<file path="src/rtl/serial_adder_if.sv">
// serial_adder_if: operand/result handshake bundle for serial_adder.
//   master : operand producer / result consumer (drives in_valid, a, b, cin, out_ready)
//   slave  : the adder (drives in_ready, out_valid, sum, cout and, with
//            SERIAL_ADDER_OVF_EN defined, ovf)
// WIDTH must match the WIDTH parameter of the attached serial_adder.
interface serial_adder_if #(
    parameter int unsigned WIDTH = 8
);
    logic             in_valid;
    logic             in_ready;
    logic [WIDTH-1:0] a;
    logic [WIDTH-1:0] b;
    logic             cin;
    logic             out_valid;
    logic             out_ready;
    logic [WIDTH-1:0] sum;
    logic             cout;
`ifdef SERIAL_ADDER_OVF_EN
    logic             ovf;
`endif

    modport master (
        output in_valid, a, b, cin, out_ready,
        input  in_ready, out_valid, sum, cout
`ifdef SERIAL_ADDER_OVF_EN
        , input ovf
`endif
    );

    modport slave (
        input  in_valid, a, b, cin, out_ready,
        output in_ready, out_valid, sum, cout
`ifdef SERIAL_ADDER_OVF_EN
        , output ovf
`endif
    );
endinterface

</file>
<file path="src/rtl/serial_adder.sv">
// serial_adder: adds two WIDTH-bit unsigned operands plus carry-in, DIGIT bits
// per clock through a single DIGIT-wide carry slice. Result is registered and
// offered on a valid/ready handshake.
// Ports:
//   clk   : rising-edge clock
//   rst_n : asynchronous active-low reset
//   clr   : synchronous abort back to IDLE (sum/cout keep their values)
//   bus   : serial_adder_if.slave -- in_valid/in_ready/a/b/cin operand side,
//           out_valid/out_ready/sum/cout(/ovf) result side
// Optional feature: define SERIAL_ADDER_OVF_EN to add the signed-overflow
// output ovf, registered together with sum.
module serial_adder #(
    parameter int unsigned WIDTH = 8,
    parameter int unsigned DIGIT = 1
) (
    input  logic           clk,
    input  logic           rst_n,
    input  logic           clr,
    serial_adder_if.slave  bus
);
    localparam int unsigned NDIG     = WIDTH / DIGIT;
    localparam int unsigned CNT_W    = (NDIG > 1) ? $clog2(NDIG) : 1;
    localparam logic [CNT_W-1:0] CNT_LAST = CNT_W'(NDIG - 1);

    // Reject illegal parameter combinations at elaboration.
    if (WIDTH < 1 || DIGIT < 1 || (WIDTH % DIGIT) != 0) begin : g_bad_param
        $error("serial_adder: WIDTH must be >= 1 and a multiple of DIGIT");
    end

    typedef enum logic [1:0] {
        IDLE = 2'd0,
        RUN  = 2'd1,
        DONE = 2'd2
    } state_t;

    state_t state_q;
    state_t state_d;

    logic             load_c;
    logic             step_c;
    logic             finish_c;

    logic [WIDTH-1:0] a_sh_q;
    logic [WIDTH-1:0] b_sh_q;
    logic [WIDTH-1:0] sum_sh_q;
    logic             carry_q;
    logic [CNT_W-1:0] cnt_q;
    logic             a_msb_q;
    logic             b_msb_q;

    logic             in_ready_q;
    logic             out_valid_q;
    logic [WIDTH-1:0] sum_q;
    logic             cout_q;

    logic [DIGIT:0]         dsum_c;
    logic [WIDTH+DIGIT-1:0] sum_cat_c;
    logic [WIDTH-1:0]       sum_sh_next_c;

    // One DIGIT-wide carry slice: low digit of each operand plus running carry.
    assign dsum_c = (DIGIT+1)'(a_sh_q[DIGIT-1:0])
                  + (DIGIT+1)'(b_sh_q[DIGIT-1:0])
                  + (DIGIT+1)'(carry_q);

    // New digit enters from the MSB side; after NDIG steps digit 0 sits at the LSB.
    assign sum_cat_c     = {dsum_c[DIGIT-1:0], sum_sh_q};
    assign sum_sh_next_c = sum_cat_c[WIDTH+DIGIT-1:DIGIT];

    // State register.
    always_ff @(posedge clk or negedge rst_n) begin
        if (!rst_n) begin
            state_q <= IDLE;
        end else begin
            state_q <= state_d;
        end
    end

    // Next-state and datapath strobes; clr overrides every transition.
    always_comb begin
        state_d  = state_q;
        load_c   = 1'b0;
        step_c   = 1'b0;
        finish_c = 1'b0;
        if (clr) begin
            state_d = IDLE;
        end else begin
            case (state_q)
                IDLE: begin
                    if (bus.in_valid && in_ready_q) begin
                        load_c  = 1'b1;
                        state_d = RUN;
                    end
                end
                RUN: begin
                    step_c = 1'b1;
                    if (cnt_q == CNT_LAST) begin
                        finish_c = 1'b1;
                        state_d  = DONE;
                    end
                end
                DONE: begin
                    if (out_valid_q && bus.out_ready) begin
                        state_d = IDLE;
                    end
                end
                default: state_d = IDLE;
            endcase
        end
    end

    // Serial datapath: operand shift registers, carry, digit counter.
    always_ff @(posedge clk or negedge rst_n) begin
        if (!rst_n) begin
            a_sh_q   <= '0;
            b_sh_q   <= '0;
            sum_sh_q <= '0;
            carry_q  <= 1'b0;
            cnt_q    <= '0;
            a_msb_q  <= 1'b0;
            b_msb_q  <= 1'b0;
        end else if (load_c) begin
            a_sh_q   <= bus.a;
            b_sh_q   <= bus.b;
            carry_q  <= bus.cin;
            cnt_q    <= '0;
            a_msb_q  <= bus.a[WIDTH-1];
            b_msb_q  <= bus.b[WIDTH-1];
        end else if (step_c) begin
            a_sh_q   <= a_sh_q >> DIGIT;
            b_sh_q   <= b_sh_q >> DIGIT;
            sum_sh_q <= sum_sh_next_c;
            carry_q  <= dsum_c[DIGIT];
            cnt_q    <= cnt_q + CNT_W'(1);
        end
    end

    // Handshake flags follow the next state so they line up with it.
    always_ff @(posedge clk or negedge rst_n) begin
        if (!rst_n) begin
            in_ready_q  <= 1'b1;
            out_valid_q <= 1'b0;
        end else begin
            in_ready_q  <= (state_d == IDLE);
            out_valid_q <= (state_d == DONE);
        end
    end

    // Result registers load only on DONE entry and hold until the next one.
    always_ff @(posedge clk or negedge rst_n) begin
        if (!rst_n) begin
            sum_q  <= '0;
            cout_q <= 1'b0;
        end else if (finish_c) begin
            sum_q  <= sum_sh_next_c;
            cout_q <= dsum_c[DIGIT];
        end
    end

    assign bus.in_ready  = in_ready_q;
    assign bus.out_valid = out_valid_q;
    assign bus.sum       = sum_q;
    assign bus.cout      = cout_q;

`ifdef SERIAL_ADDER_OVF_EN
    logic ovf_q;

    // Signed overflow: like-signed operands producing an opposite-signed sum.
    always_ff @(posedge clk or negedge rst_n) begin
        if (!rst_n) begin
            ovf_q <= 1'b0;
        end else if (finish_c) begin
            ovf_q <= (a_msb_q == b_msb_q) && (sum_sh_next_c[WIDTH-1] != a_msb_q);
        end
    end

    assign bus.ovf = ovf_q;
`endif

endmodule
</file>
<file path="src/flat_wrapper.sv">
// flat-port wrapper written by rule: the top's interface ports become plain ports
module serial_adder_flat 
#(
    parameter int unsigned WIDTH = 8,
    parameter int unsigned DIGIT = 1
)
  (clk, rst_n, clr, bus_in_valid, bus_a, bus_b, bus_cin, bus_out_ready, bus_in_ready, bus_out_valid, bus_sum, bus_cout);
  serial_adder_if #(.WIDTH(WIDTH)) bus_i ();
  input  logic clk;
  input  logic rst_n;
  input  logic clr;
  input wire logic [$bits(bus_i.in_valid)-1:0] bus_in_valid;
  input wire logic [$bits(bus_i.a)-1:0] bus_a;
  input wire logic [$bits(bus_i.b)-1:0] bus_b;
  input wire logic [$bits(bus_i.cin)-1:0] bus_cin;
  input wire logic [$bits(bus_i.out_ready)-1:0] bus_out_ready;
  output wire logic [$bits(bus_i.in_ready)-1:0] bus_in_ready;
  output wire logic [$bits(bus_i.out_valid)-1:0] bus_out_valid;
  output wire logic [$bits(bus_i.sum)-1:0] bus_sum;
  output wire logic [$bits(bus_i.cout)-1:0] bus_cout;
  assign bus_i.in_valid = bus_in_valid;
  assign bus_i.a = bus_a;
  assign bus_i.b = bus_b;
  assign bus_i.cin = bus_cin;
  assign bus_i.out_ready = bus_out_ready;
  assign bus_in_ready = bus_i.in_ready;
  assign bus_out_valid = bus_i.out_valid;
  assign bus_sum = bus_i.sum;
  assign bus_cout = bus_i.cout;
  serial_adder #(.WIDTH(WIDTH), .DIGIT(DIGIT)) u_core (.clk(clk), .rst_n(rst_n), .clr(clr), .bus(bus_i));
endmodule
</file>
<file path="config.mk">
export PLATFORM = sky130hd
export DESIGN_NAME = serial_adder_flat
export DESIGN_NICKNAME = d
export VERILOG_FILES = /design/src/rtl/serial_adder_if.sv /design/src/rtl/serial_adder.sv /design/src/flat_wrapper.sv
export SDC_FILE = /design/constraint.sdc
export NUM_CORES = 1
export LEC_CHECK = 0
export ABC_AREA = 1
export CORE_MARGIN = 2
export CORE_UTILIZATION = 40
export DETAILED_ROUTE_END_ITERATION = 16
export SETUP_SLACK_MARGIN = 0.3
export SKIP_LAST_GASP = 1
export SLEW_MARGIN = 5
export SYNTH_ARGS = -nofsm -noshare
export SYNTH_HDL_FRONTEND = slang
export SYNTH_SLANG_ARGS = --single-unit
</file>
<file path="constraint.sdc">
create_clock -name clk -period 1.4 [get_ports clk]
set_input_delay 0.28 -clock clk [delete_from_list [all_inputs] [get_ports clk]]
set_output_delay 0.28 -clock clk [all_outputs]
set_load 0.005 [all_outputs]
</file>
Yosys cells after proc, flatten, opt, wreduce, memory -nomap -nowiden
Index checks and enable logic that the tools add are counted.

Register bits: 41. Latch bits: 0. Bits in writable memories: 0. Memory bits (read-only): 0. Word-level logic and storage cells: 45. Memories: 0.

Add/sub/neg operators: 3. $mul: 0. Divide/modulo/power cells: 0. $lt $le $gt $ge: 0. Equality and inequality tests: 4. Shifts and indexed selects: 0. Multiplexer cells: 21. Bitwise operators: 1. Reduce and logical (&&, ||, !) cells: 6.

Operators with widths (number): $mux 8 (4); $mux 1 (10); $mux 2 (4); $mux 3 (2); $pmux 2 s3 (1); $eq 2x2->1 const B (2); $logic_not 2->1 (2); $add 3x1->3 const B (1); $eq 3x3->1 const B (1); $add 1x1->2 (1); $add 2x1->2 (1); $eq 2x1->1 const B (1); $logic_and 1x1->1 (2); $reduce_and 2->1 (1); $reduce_bool 2->1 (1); $not 1->1 (1).

Longest topological paths before layout
Gate-level depths: netlist (run 1).

Depth after elaboration: 6. Gate-level depth with buffers: 7. Depth with buffers taken out: 6.

Worst setup path after synthesis (run 1)
Ideal clock, no wire load.

Path kind: register to register. Start point: register u_core.cnt_q[0]. End point: register u_core.out_valid_q (netlist: u_core.bus.out_valid). Data arrival time: 1.139 ns. Data required time: 1.273 ns. Setup slack: 0.134 ns. Stages on the path, launching flop included: 6. Cell sequence: dfrtp_1 > ha_1 > ha_1 > nand2_4 > buf_8 > o21ai_0.

Cells in the longest elaborated chain, start to end: 5.

RTL lines: start, declared (RTL line serial_adder.sv:47) `logic [CNT_W-1:0] cnt_q;`; start signal, assigned (RTL line serial_adder.sv:133) `cnt_q <= cnt_q + CNT_W'(1);`; $eq 3x3->1 (RTL line serial_adder.sv:96) `if (cnt_q == CNT_LAST) begin`; $mux 2 (RTL line serial_adder.sv:96); $pmux 2 s3 (RTL line serial_adder.sv:87) `case (state_q)`; $mux 2 (RTL line serial_adder.sv:84) `if (clr) begin`; $eq 2x2->1 (RTL line serial_adder.sv:144) `out_valid_q <= (state_d == DONE);`; end signal, assigned (RTL line serial_adder.sv:144); end, declared (RTL line serial_adder.sv:52) `logic out_valid_q;`.

Every way passes these cells. A chain may end at the register's enable or synchronous reset.

Final worst setup path (run 1)
Start point: register u_core.in_ready_q (netlist: u_core.bus.in_ready). End point: register u_core.b_sh_q[5].

Cells in the longest elaborated chain, start to end: 5. Elaborated cells on any way between the ends: 6. Classes of those cells: mux: 4; reduce/logical: 2.

RTL lines: start, declared (RTL line serial_adder.sv:51) `logic in_ready_q;`; start signal, assigned (RTL line serial_adder.sv:143) `in_ready_q <= (state_d == IDLE);`; $logic_and 1x1->1 * (RTL line serial_adder.sv:89) `if (bus.in_valid && in_ready_q) begin`; $mux 1 * (RTL line serial_adder.sv:89); $mux 1 * (RTL line serial_adder.sv:87); $mux 1 * (RTL line serial_adder.sv:84); $mux 8 or $reduce_bool 2->1 (tied branches); end signal, assigned (RTL line serial_adder.sv:123) `b_sh_q <= bus.b;`; end signal, assigned (RTL line serial_adder.sv:130) `b_sh_q <= b_sh_q >> DIGIT;`; end, declared (RTL line serial_adder.sv:44) `logic [WIDTH-1:0] b_sh_q;`.

Every way passes the cells marked *; elsewhere a longest branch is shown, timed or not.

==> summary.txt, run 1 <==
STA
  • Period minus WS final: between 1 and 1.5 ns
  • Final setup margin: approximately 0.17 ns
  • Fin crit share: between 80% and 90%
  • FMAX: roughly 810 MHz
  • Actual slew at the worst max-slew pin: 0.286 ns
  • Unrepaired setup endpoints after global routing: yes
  • Max-slew headroom: just over 80%
  • Final Max Slew Viols: 0
  • Final-report hold violation count: 0
  • Setup-failing EPs final: 0
  • Worst Clk Skew: around 0.011 ns

Floorplan
  • # IOs: 33
  • Initial Utilization: roughly 42%
  • Chip width: around 75 µm
  • FP Rows: 25
  • Full die area: roughly 0.0057 mm²
  • Core area: 0.00482 mm²
  • Chip height: approximately 75 µm

Power
  • Peak supply drop: between 700 and 800 µV
  • Pleak: roughly 1.5 nW
  • Tot Pwr: between 0.003 and 0.004 W
  • Pwr/cell area: ~1300 mW/mm²

Place
  • RePlAce Congestion: 0.743
  • Placed Instances: approximately 320
  • Post-DP HPWL: around 2900 µm
  • DP Worst Slack: -0.0997 ns
  • IO buf count: 32

Routing
  • Initial DRC count: 35
  • 1st-pass router iterations: 4
  • Via count: between 1500 and 2000
  • DRT antenna net count: 0
  • Total Wirelength: approximately 4700 µm
  • Wire length per cell: 13.6 µm
  • Drt drc: 0
  • Routed vias/inst: about 5

Yosys
  • Sequential area share after synthesis: 49.4%
  • Mapped Area: a little over 0.002 mm²
  • Count leader, synth: nand2_1
  • Async SR Flop Fraction: 100%
  • Net Count, Synth: 238
  • Yosys reg bits: 40
  • Synth area leaders: dfrtp_1, nand2_1, nand3_2, o21ai_2, nand3_1
  • Top-area cell type share of the netlist area: between 40% and 50%
  • Top_reg_cell synth: dfrtp_1
  • Syn Area/Cell: about 9.5 µm²
  • Synth area leader: dfrtp_1
  • Commonest cells in the netlist: nand2_1, dfrtp_1, nand3_1
  • Synth warn: 0
  • Count of different cell masters after synthesis: 22
  • EDFF count, synth: 0
  • Post-Synthesis Cells: ~210

Layout
  • Layout Area Growth over Synthesis: 48.9%
  • ANT cells: 0
  • Fillers: approximately 430
  • Nets@finish: 305
  • Share of cells above drive strength 1: 48.4%
  • Final Util: a little over three fifths
  • Post-Layout Cell Count: 348

Global route
  • Vias in the first global route: between 1500 and 2000
  • Global-route wire length before repair: roughly 7500 µm
  • Gr ovfl total: 0
  • Initial antenna violation count: 0
  • Largest net degree at the start of global routing: 31
  • Tot GR Track Use: between 10% and 20%

Critical path
  • Crit-path max cell delay: roughly 0.54 ns
  • Cell chain of the critical path: nand2_2 > inv_4 > nand3_4 > clkbuf_16 > nand3_2 > nand3_2
  • CP Launch Type: flop
  • Worst Path Arrival: 1.41 ns
  • Crit path max fanout: 7
  • Critical Path RT: 1.58 ns
  • Crit end category: flop
  • Critical-path top delay cell: dfstp_2
  • Critical Setup Path Class: flop to flop
  • CP dominant cell by count: nand3_2

Run
  • Max-cap viol count: 0

Clock network
  • Clk Latency, worst-skew pair: 0.29 ns
  • Clock buffer depth: 2
  • CTS sink count: 40
  • TritonCTS clock tree: done
  • H-tree depth: 2
  • CTS Buf Count: 5
  • Clock transition at path regs: roughly 0.080 ns
  • CTS root buffer: clkbuf_8

Min path
  • Min-delay worst type: input pin to asynchronous set/reset pin

Outcome
  • Status: finished clean
==> power breakdown <==
| part | leakage [nW] | internal, W | switching (W) |
|---|---|---|---|
| combinational | 0.905 | 0.000653 | 0.000668 |
| clock | 0.0412 | 0.000348 | 0.000398 |
| sequential | 0.517 | 0.00149 | 0.000251 |
| total | 1.46 | 0.00249 | 0.00132 |
==> cell families (layout without fill, tap and decap cells) <==
group,count (synthesis),in the layout,share of synthesized area [%]
simple gates,117,120,32.0
buf+inv,33,98,8.77
fa+ha+maj,3,3,2.22
compound gates,20,20,7.53
flops,40,40,49.4
==> through the flow <==
stage / hold slack (ns) / instance area [µm²] / TNS, ns
2_1_floorplan: -0.0156 / 2100 / 0
3_3_place_gp: 0.184 / 2610 / -1.06
3_5_place_dp: 0.179 / 2610 / -1.17
4_1_cts: 0.414 / 2810 / 0
5_1_grt: 0.440 / 3020 / 0
6_report: 0.404 / 3020 / 0
==> layer usage <==
| metal | GRT usage [%] | share of wire [%] | wire (µm) | vias up |
|---|---|---|---|---|
| met5 | 0 | 0 | 0 | - |
| met4 | 5.26 | 0.59 | 28 | 0 |
| met3 | 3.61 | 3.9 | 186 | 2 |
| met2 | 28.7 | 49 | 2350 | 40 |
| met1 | 23.4 | 46 | 2180 | 814 |
| li1 | - | - | - | 845 |
==> cell usage in the layout (no fill, tap or decap), drive strengths merged, types with 2 or more instances in the layout <==
cell and count:
dfrtp 39, nor2 7, clkdlybuf4s50 20, inv 21
buf 46, nand4 15, clkbuf 8, ha 2
o21ai 20, nand2 60, nand3 38
==> path summary, 6_finish.rpt <==
check	depth (start not counted)	slack [ns]	end	from
max in group asynchronous	3	0.54	u_core.b_sh_q[6]	rst_n
min reg2reg	2	0.49	u_core.bus.sum[4]	u_core.bus.sum[4]
max	6	0.17	u_core.b_sh_q[5]	u_core.bus.in_ready
min in group clk	2	0.49	u_core.bus.sum[4]	u_core.bus.sum[4]
max reg2reg	6	0.17	u_core.b_sh_q[5]	u_core.bus.in_ready
min	2	0.40	u_core.bus.out_valid	rst_n
==> repair_timing <==
item                                   4_1_cts  5_1_grt
resized for setup                           59       25
setup endpoints to repair                   51       51
endpoints found under the hold margin        9        0
pin swaps                                    3       10
cloned                                       2        4
buffers inserted                            10        7
hold buffers                                 1        0
==> area by class of cell <==
class	count	area [µm²]	share of cell area (%)
clock buffer	6	72.6	2.40
clock inverter	2	12.5	0.415
multi-input combinational	143	1060	35.2
inverter	21	81.3	2.69
tap	67	83.8	2.78
sequential	40	1000	33.3
timing repair buffer	69	703	23.3
==> critical path: cells and delay by family, from the launching register on <==
kind | cells | cell delay [ns]
buffers and inverters | 2 | 0.27
DFF | 1 | 0.54
and+or+nand+nor | 4 | 0.29
==> flip-flops by register name, indices dropped and copies added, names as in the netlist <==
name and count:
u_core.carry_q 1, u_core.bus.in_ready 1, u_core.state_q 2, u_core.sum_sh_q 7, u_core.bus.cout 1, u_core.a_sh_q 8, u_core.bus.sum 8, u_core.bus.out_valid 1
u_core.cnt_q 3, u_core.b_sh_q 8
No activity file was read; power rests on OpenSTA's default activity.
==> inputs of run 2 (changes only) <==
--- a/config.mk
+++ b/config.mk
@@ -6,6 +6,7 @@
 export NUM_CORES = 1
 export LEC_CHECK = 0
 export ABC_AREA = 1
+export CORE_ASPECT_RATIO = 1.1
 export CORE_MARGIN = 2
 export CORE_UTILIZATION = 40
 export DETAILED_ROUTE_END_ITERATION = 16
==> constraint.sdc (replaced) <==
create_clock -name clk -period 1.6 [get_ports clk]
set_input_delay 0.32 -clock clk [delete_from_list [all_inputs] [get_ports clk]]
set_output_delay 0.32 -clock clk [all_outputs]
set_load 0.005 [all_outputs]
==> run 2 against run 1 <==
  * Sequential cell count stayed put
  * Clock skew hardly changed
  * Routed wire length is 17% lower
  * Critical endpoint is now bus_sum[0]
  * Highest routed layer unchanged
==> summary.txt, run 2 (synthesized netlist as in run 1, its figures left out) <==
Outcome
  • Status: finished clean

Clock network
  • CTS root buffer: clkbuf_8
  • CTS Buf Count: 5 (unchanged)
  • H-tree depth: 2 (unchanged)
  • CTS sink count: 40 (unchanged)
  • Clock buffer depth: 2 (unchanged)
  • Clk Latency, worst-skew pair: 0.30 ns (about the same)
  • Clock transition at path regs: 0.08 ns (about the same)
  • TritonCTS clock tree: done

Place
  • Placed Instances: 303 (-4.1%)
  • IO buf count: 32 (unchanged)
  • Post-DP Area: 0.00246 mm² (-5.9%)
  • RePlAce Congestion: 0.731 (-1.7%)
  • Post-DP HPWL: 2670 µm (-7.1%)
  • DP Worst Slack: 0.0394 ns (+0.139 ns)

Layout
  • Storage cell area: 0.00100 mm² (+0.12%)
  • Layout Area Growth over Synthesis: 31.7%
  • Most frequent cells in the layout: nand2_1, dfrtp_1, nand3_1
  • Commonest non-fill, non-tap cell in the layout: nand2_1
  • Final Util: 54.1% (-8.5 points)
  • ANT cells: 0 (unchanged)
  • Fillers: 473 (+11%)
  • Nets@finish: 287 (-5.9%)
  • Multi-input logic area: 862 µm² (-19%)
  • Post-Layout Cell Count: 321 (-7.8%)
  • Share of cells above drive strength 1: 29.7% (-19 points)
  • Fin area: 0.00267 mm² (-12%)

Floorplan
  • FP Rows: 27 (+8.0%)
  • # IOs: 33 (unchanged)
  • Full die area: 0.00565 mm² (about the same)
  • Chip height: 78.7 µm (+4.6%)
  • Core area: 0.00493 mm² (+2.4%)
  • Initial Utilization: 41.1% (-0.98 points)
  • Chip width: 71.9 µm (-4.4%)

Routing
  • DRT antenna net count: 0 (unchanged)
  • 1st-pass router iterations: 4 (unchanged)
  • Via count: 1578 (-7.2%)
  • Routed vias/inst: 4.92 (+0.57%)
  • Initial DRC count: 36 (+2.9%)
  • Wire length per cell: 12.2 µm (-10%)
  • Drt drc: 0 (unchanged)
  • Total Wirelength: 3920 µm (-17%)

STA
  • FMAX: roughly 800 MHz
  • Max-slew headroom: 71.6% (-9.3 points)
  • Final setup margin: 0.342 ns (+0.172 ns)
  • Worst Clk Skew: 0.0111 ns (-0.0000684 ns)
  • Final Max Slew Viols: 0 (unchanged)
  • Actual slew at the worst max-slew pin: 0.426 ns (+0.140 ns)
  • Setup TNS: 0 ns (unchanged)
  • Period minus WS final: 1.26 ns
  • Final-report hold violation count: 0 (unchanged)
  • Fin crit share: about 79%
  • Setup-failing EPs final: 0 (unchanged)
  • Unrepaired setup endpoints after global routing: no

Critical path
  • Crit path max fanout: 2 (-5)
  • Worst path bufs/invs: 1 (-1)
  • Crit end category: output pin
  • Critical-path top delay cell: dfrtp_1
  • Crit-path max cell delay: 0.38 ns (-0.16 ns)
  • CP Launch Type: flop
  • Worst Path Arrival: 0.94 ns (-0.47 ns)
  • Critical Path RT: 1.28 ns (-0.30 ns)
  • Worst path top cell family by delay: flip-flops
  • Cell chain of the critical path: dlygate4sd2_1
  • Critical Setup Path Class: flop to output pin

Global route
  • Vias in the first global route: 1609 (+0.56%)
  • Tot GR Track Use: 16.4% (-1.1 points)
  • Largest net degree at the start of global routing: 32 (+3.2%)
  • Gr ovfl total: 0 (unchanged)
  • Initial antenna violation count: 0 (unchanged)
  • Global-route wire length before repair: 7270 µm (-2.6%)

Power
  • Pleak: 1.35 nW (-7.4%)
  • Peak supply drop: 489 µV (-32%)
  • Pwr/cell area: 1220 mW/mm² (-3.1%)

Run
  • Max-cap viol count: 0 (unchanged)

Min path
  • Min-delay worst type: flop to flop
==> run 2: repair_timing <==
action,in CTS,in global routing
hold endpoints to repair,17,0
pin swaps,2,2
endpoints found under the setup margin,38,27
hold buffers,1,0
gates resized for setup,12,10
buffers inserted,5,4
==> run 2: through the flow <==
| step | hold WS [ns] | power [W] |
|---|---|---|
| 5_1_grt | 0.508 | 0.00351 |
| 3_5_place_dp | 0.290 | 0.00237 |
| 6_report | 0.477 | 0.00326 |
| 3_3_place_gp | 0.286 | 0.00235 |
| 4_1_cts | 0.483 | 0.00326 |
| 2_1_floorplan | 0.0244 | 0.00210 |
==> run 2: where the power goes <==
group | leakage [nW] | internal [W] | switching [W] | total [W]
sequential | 0.516 | 0.00130 | 0.000186 | 0.00149
clock | 0.0614 | 0.000511 | 0.000382 | 0.000892
combinational | 0.778 | 0.000407 | 0.000476 | 0.000883
total | 1.35 | 0.00222 | 0.00104 | 0.00326
==> run 2: final timing paths <==
check                                        from  depth (start not counted)              endpoint  slack [ns]
max in group asynchronous                   rst_n                          3   u_core.bus.in_ready        0.57
worst min-delay path            u_core.bus.sum[2]                          2     u_core.bus.sum[2]        0.48
min in group asynchronous                   rst_n                          2     u_core.bus.sum[3]        0.49
worst min register to register  u_core.bus.sum[2]                          2     u_core.bus.sum[2]        0.48
worst max register to register    u_core.cnt_q[0]                          5  u_core.bus.out_valid        0.39
worst max-delay path            u_core.bus.sum[0]                          1            bus_sum[0]        0.34
==> run 2: metal layers <==
metal | vias up | part of all wire [%] | track usage [%]
met5 | - | 0 | 0
met4 | 0 | 1.6 | 5.66
met3 | 6 | 3.5 | 3.85
met2 | 32 | 47 | 26.9
met1 | 739 | 48 | 21.1
li1 | 801 | - | -
==> run 2: area by class of cell <==
| cell class | instances | area share [%] |
|---|---|---|
| repair buffers | 54 | 19.8 |
| clock buffers | 6 | 3.09 |
| flip-flops and latches | 40 | 37.6 |
| well taps | 58 | 2.72 |
| multi-input cells | 140 | 32.3 |
| clock inverters | 2 | 1.45 |
| inverters | 21 | 2.95 |
